===== config.mk =====
export PLATFORM = sky130hd
export DESIGN_NAME = sram_march_bist
export DESIGN_NICKNAME = d
export VERILOG_FILES = /design/src/rtl/sram_bist_pkg.sv /design/src/rtl/sram_bist_addr_gen.sv /design/src/rtl/sram_march_bist.sv
export SDC_FILE = /design/constraint.sdc
export NUM_CORES = 1
export LEC_CHECK = 0
export CAP_MARGIN = 20
export CORE_AREA = 2 2 109 111
export DETAILED_ROUTE_END_ITERATION = 10
export DIE_AREA = 0 0 111 113
export DONT_BUFFER_PORTS = 1
export PLACE_DENSITY_LB_ADDON = 0.1
export SYNTH_ARGS = -nofsm -noshare
export SYNTH_HDL_FRONTEND = slang
export SYNTH_HIERARCHICAL = 1
export SYNTH_SLANG_ARGS = --single-unit

===== constraint.sdc =====
create_clock -name clk_i -period 5.15 [get_ports clk_i]
set_input_delay 0.515 -clock clk_i [delete_from_list [all_inputs] [get_ports clk_i]]
set_output_delay 0.515 -clock clk_i [all_outputs]
set_load 0.03 [all_outputs]

===== src/rtl/sram_bist_pkg.sv =====
// Shared types and per-element March C- tables for the SRAM BIST.
package sram_bist_pkg;

    typedef enum logic [2:0] {
        M0 = 3'd0,
        M1 = 3'd1,
        M2 = 3'd2,
        M3 = 3'd3,
        M4 = 3'd4,
        M5 = 3'd5
    } march_elem_e;

    typedef enum logic {
        OP_R = 1'b0,
        OP_W = 1'b1
    } op_e;

    // M3 and M4 walk the array from the top address down.
    function automatic logic elem_down(march_elem_e e);
        return (e == M3) || (e == M4);
    endfunction

    function automatic logic elem_two_ops(march_elem_e e);
        return (e != M0) && (e != M5);
    endfunction

    function automatic logic elem_rd_inv(march_elem_e e);
        return (e == M2) || (e == M4);
    endfunction

    function automatic logic elem_wr_inv(march_elem_e e);
        return (e == M1) || (e == M3);
    endfunction

    // Every element starts with a read except M0; the second op is always a write.
    function automatic op_e elem_op(march_elem_e e, logic second);
        if (second || e == M0) return OP_W;
        return OP_R;
    endfunction

endpackage


===== src/rtl/sram_bist_addr_gen.sv =====
// Loadable up/down address counter with terminal-address flag.
module sram_bist_addr_gen #(
    parameter int NUM_WORDS  = 1024,
    parameter int ADDR_WIDTH = $clog2(NUM_WORDS)
) (
    input  logic                  clk,
    input  logic                  rst,
    input  logic                  load,
    input  logic                  load_down,
    input  logic                  step,
    output logic [ADDR_WIDTH-1:0] addr,
    output logic                  last
);

    localparam logic [ADDR_WIDTH-1:0] TOP = ADDR_WIDTH'(NUM_WORDS - 1);

    logic down;

    always_ff @(posedge clk) begin
        if (rst) begin
            addr <= '0;
            down <= 1'b0;
        end else if (load) begin
            addr <= load_down ? TOP : '0;
            down <= load_down;
        end else if (step) begin
            addr <= down ? addr - 1'b1 : addr + 1'b1;
        end
    end

    // Terminal address stops the walk, so out-of-range addresses never appear.
    assign last = down ? (addr == '0) : (addr == TOP);

endmodule


===== src/rtl/sram_march_bist.sv =====
// March C- BIST initiator: sequences SRAM ops, checks read data, reports results.
module sram_march_bist
    import sram_bist_pkg::*;
#(
    parameter int                    DATA_WIDTH = 64,
    parameter int                    NUM_WORDS  = 1024,
    parameter logic [DATA_WIDTH-1:0] BACKGROUND = '0,
    localparam int                   ADDR_WIDTH = $clog2(NUM_WORDS),
    localparam int                   BE_WIDTH   = (DATA_WIDTH + 7) / 8
) (
    input  logic                  clk_i,
    input  logic                  rst_i,
    input  logic                  start_i,
    output logic                  busy_o,
    output logic                  done_o,
    output logic                  pass_o,
    output logic [15:0]           err_cnt_o,
    output logic [ADDR_WIDTH-1:0] fail_addr_o,
    output logic [2:0]            fail_elem_o,
    output logic [DATA_WIDTH-1:0] fail_data_o,
    output logic                  mem_req_o,
    output logic                  mem_we_o,
    output logic [ADDR_WIDTH-1:0] mem_addr_o,
    output logic [DATA_WIDTH-1:0] mem_wdata_o,
    output logic [BE_WIDTH-1:0]   mem_be_o,
    input  logic [DATA_WIDTH-1:0] mem_rdata_i
);

    localparam logic [1:0] S_IDLE  = 2'd0;
    localparam logic [1:0] S_RUN   = 2'd1;
    localparam logic [1:0] S_CHECK = 2'd2;
    localparam logic [1:0] S_DONE  = 2'd3;

    logic [1:0]            state;
    march_elem_e           elem;
    march_elem_e           next_elem;
    logic                  second;
    logic [ADDR_WIDTH-1:0] addr;
    logic                  addr_last;
    logic                  run, is_rd, is_wr, op_last, elem_end;
    logic                  gen_load, gen_load_down, gen_step;

    logic                  rd_vld;
    logic [DATA_WIDTH-1:0] rd_exp;
    logic [ADDR_WIDTH-1:0] rd_addr;
    logic [2:0]            rd_elem;
    logic                  mismatch;
    logic [15:0]           err_nxt;

    assign run       = (state == S_RUN);
    assign is_wr     = run && (elem_op(elem, second) == OP_W);
    assign is_rd     = run && (elem_op(elem, second) == OP_R);
    assign op_last   = second || !elem_two_ops(elem);
    assign elem_end  = run && op_last && addr_last;
    assign next_elem = march_elem_e'(elem + 3'd1);

    // Element change reloads the counter so the next element starts on the very next cycle.
    assign gen_load      = ((state == S_IDLE) && start_i) || (elem_end && (elem != M5));
    assign gen_load_down = (state == S_IDLE) ? 1'b0 : elem_down(next_elem);
    assign gen_step      = run && op_last && !addr_last;

    sram_bist_addr_gen #(
        .NUM_WORDS (NUM_WORDS),
        .ADDR_WIDTH(ADDR_WIDTH)
    ) u_addr_gen (
        .clk      (clk_i),
        .rst      (rst_i),
        .load     (gen_load),
        .load_down(gen_load_down),
        .step     (gen_step),
        .addr     (addr),
        .last     (addr_last)
    );

    assign mem_req_o   = run;
    assign mem_we_o    = is_wr;
    assign mem_addr_o  = run ? addr : '0;
    assign mem_be_o    = {BE_WIDTH{run}};
    assign mem_wdata_o = is_wr ? (elem_wr_inv(elem) ? ~BACKGROUND : BACKGROUND) : '0;

    assign busy_o = run || (state == S_CHECK);
    assign done_o = (state == S_DONE);

    assign mismatch = rd_vld && (mem_rdata_i != rd_exp);
    assign err_nxt  = (mismatch && (err_cnt_o != 16'hFFFF)) ? err_cnt_o + 16'd1 : err_cnt_o;

    always_ff @(posedge clk_i) begin
        if (rst_i) begin
            state       <= S_IDLE;
            elem        <= M0;
            second      <= 1'b0;
            rd_vld      <= 1'b0;
            rd_exp      <= '0;
            rd_addr     <= '0;
            rd_elem     <= '0;
            err_cnt_o   <= '0;
            fail_addr_o <= '0;
            fail_elem_o <= '0;
            fail_data_o <= '0;
            pass_o      <= 1'b0;
        end else begin
            // Read data returns a cycle later, so the expectation rides one stage behind.
            rd_vld <= is_rd;
            if (is_rd) begin
                rd_exp  <= elem_rd_inv(elem) ? ~BACKGROUND : BACKGROUND;
                rd_addr <= addr;
                rd_elem <= elem;
            end
            if (mismatch) begin
                err_cnt_o <= err_nxt;
                if (err_cnt_o == '0) begin
                    fail_addr_o <= rd_addr;
                    fail_elem_o <= rd_elem;
                    fail_data_o <= mem_rdata_i;
                end
            end
            case (state)
                S_IDLE: begin
                    if (start_i) begin
                        state       <= S_RUN;
                        elem        <= M0;
                        second      <= 1'b0;
                        err_cnt_o   <= '0;
                        fail_addr_o <= '0;
                        fail_elem_o <= '0;
                        fail_data_o <= '0;
                        pass_o      <= 1'b0;
                    end
                end
                S_RUN: begin
                    second <= !op_last;
                    if (elem_end) begin
                        if (elem == M5) state <= S_CHECK;
                        else            elem  <= next_elem;
                    end
                end
                S_CHECK: begin
                    state  <= S_DONE;
                    pass_o <= (err_nxt == '0);
                end
                S_DONE:  state <= S_IDLE;
                default: state <= S_IDLE;
            endcase
        end
    end

endmodule


==> results.tsv <==
metric	value	unit
fin_crit_sh	74.4	%
crit_type	flip-flop to primary output	
async_reset_ff_share	0	%
cp_max_fo	56	
muxShareOfSynthArea	0.461	%
pwr-share-comb	26.5	%
slew_headroom	31.0	%
htree_levels	4	
switching_power	1.13	mW
cp_top_family	buffers and inverters	
ir_drop	0.353	mV
critPathMaxStageDelay	1290	ps
endpoint_kind	primary output	
port_buffers	0	
final_cell_area	6680	um2
drive_above_1_share	7.75	%
rows	39	
viasPerCell	5.86	
avgRoutedWirePerCell	17.2	um
antenna_found_initial	0	
cap_violations	0	
setup_violations	0	
grt_max_degree	95	
cts_tree	built	
crit_buf_inv	3	
powerDensity	462	nW/um2
rsz0062_at_grt	false	
synth_simple_gate_area_share	28.1	%
syn-instance-count	847	
cts_resized	0	
yosys_warnings	6	
synthAdderAreaFrac	3.96	%
clk_path_buf_depth	2	
wl	15.8	mm
finalHoldViolCount	0	
hpwl	11.3	mm
final_max_slew_viol_count	0	
synth-xor-area-share	3.23	%
syn2layout_area_growth	2.60	%
fin_cells	917	
die_w	111	um
cts_root_buf	clkbuf_16	
antenna_left	0	
io_pins	247	
dieArea	12500	um2
cts_buffers	17	
slowest_stage	buf_12	
seqPwrFrac	37.1	%
place_area	6120	um2
period_needed	3830	ps
startpoint_type	flip-flop	
grt_pass1_vias	5025	
n_antenna_cell	0	
drc	0	
swShare	36.8	%
reg2reg_from	rd_exp[62]	
grt_pass1_wl	25.5	mm
vias	5375	
grt_remaining_overflow	0	
synth_fp_nets	934	
yosysSeqAreaShare	38.8	%
cts_sinks	126	
power_frac_clock	36.4	%
critPathLaunch	elem[1]	
critPathArrivalTime	3310	ps
fin_tns_setup	0	ps
required	4640	ps
grt_usage	25.1	%
min_path_type	input port to flip-flop	
cts_setup_buffers	0	
p_int	1.95	mW
hold_path.startpoint	rst_i	
synth_compound_area_share	13.8	%
die_h	113	um
outcome	completed	
initial_core_util	57.7	%
total_power	3.08	mW
synth_top_family_by_area	simple AND/OR/NAND/NOR gates	
critPathMostFrequentCell	buf_12	
holdWs	169	ps
synth_area_per_cell	7.68	um2
tightestPinTransition	1030	ps
dr.pass1.iters	5	
insertion_delay	410	ps
drt_iter0_markers	463	
cp_cell_sequence	inv_1, ha_1, a21oi_1, nor3_4, buf_12, buf_12	
clkTransAtPathRegs	50	ps
max_freq	0.261	GHz
gp_congestion	0.914	
finClkSkew	7.78	ps
synth-main-ff-cell	dfxtp_1	
synth_seq_cells	126	
syn_area	6510	um2
ctsHoldBuffers	0	
synth_edf_count	0	
ys_types	63	
core_area	11300	um2
nFillCells	1045	
p_leak	2.19	nW
finalNetCount	848	
dp.cells	884	
==> stage by stage <==
stage / worst slack (ps) / utilization [%]
6_report: 1320 / 59.2
2_1_floorplan: 773 / -
3_3_place_gp: 1260 / 54.3
4_1_cts: 1210 / 59.2
3_5_place_dp: 1080 / 54.3
5_1_grt: 1210 / 59.2
==> state kept, by name (all words and copies together), names as in the netlist <==
name,count
second,1
elem,3
fail_addr_o,10
fail_elem_o,3
rd_elem,3
fail_data_o,64
rd_addr,10
u_addr_gen/down,1
u_addr_gen/addr,10
pass_o,1
rd_exp,1
err_cnt_o,16
rd_vld,1
state,2
==> path summary, 6_finish.rpt <==
path,end,slack (ps),depth (start not counted)
hold / removal,state[1],170,1
hold reg to reg,rd_elem[0],450,2
setup / recovery,mem_wdata_o[27],1320,6
setup reg to reg,pass_o,1650,9
==> synthesized netlist by cell type (6+ instances only) <==
library cell | n | share of area, %
a21oi_1 | 104 | 8.0
and2_1 | 15 | 1.4
and3_1 | 7 | 0.67
buf_4 | 71 | 8.2
clkbuf_1 | 35 | 2.0
dfxtp_1 | 126 | 39
ha_1 | 19 | 3.7
inv_1 | 14 | 0.81
nand2_1 | 211 | 12
nand3_1 | 18 | 1.4
nand4_1 | 11 | 1.1
nor2_1 | 50 | 2.9
nor3_1 | 23 | 1.8
nor4_1 | 10 | 0.96
o22ai_1 | 6 | 0.58
o31ai_1 | 7 | 0.81
or3_1 | 11 | 1.1
or4_1 | 8 | 0.92
xnor2_1 | 18 | 2.4
xor2_1 | 6 | 0.81
==> layout by cell type, fill, tap and decap left out, types with 14 or more instances in the layout <==
master	n
nand2_1	211
clkbuf_16	17
ha_1	18
nand3_1	18
xnor2_1	18
a21oi_1	104
and2_1	15
inv_1	14
dfxtp_1	126
nor3_1	21
nor2_1	50
==> cells by family after synthesis <==
family,after synthesis
AO/OA/AOI/OAI,153
XOR/XNOR,24
adder cells (fa/ha/maj),20
buffers and inverters,128
flip-flops,126
multiplexers,3
AND/OR/NAND/NOR,393
==> cell type report <==
class                      instances  area [um2]  share of cell area [%]
clock buffer                      25         465                    6.97
clock inverter                     7        87.6                    1.31
inverter                          14        52.6                   0.787
multi-input combinational        593        3270                    48.9
sequential                       126        2520                    37.8
tap                              143         179                    2.68
timing repair buffer               9         105                    1.57
==> routing by layer <==
metal | part of all wire [%] | GRT usage (%) | vias up
met1 | 43 | 31.4 | 2519
li1 | - | - | 2626
met4 | 1.5 | 8.42 | 0
met5 | 0 | 0 | -
met3 | 9.4 | 9.43 | 19
met2 | 46 | 40.1 | 211
==> worst reg2reg max path, cell delays in order (launching register included) <==
cell      delay, ps
dfxtp_1         780
or3_1           220
nor4_1           60
o22ai_1         300
o41ai_2         140
clkbuf_4        210
or4_2           680
a221o_1         340
or4_1           470
o31ai_1         230
==> power by group through the flow <==
stage	Clock, mW	Combinational (mW)	Sequential (mW)
global placement	0	0.799	1.16
finish	1.12	0.818	1.14
CTS	1.14	0.819	1.14
global route	1.19	0.892	1.15
detailed placement	0	0.817	1.16
floorplan	0	0.825	1.13
No activity file was read; power rests on OpenSTA's default activity.
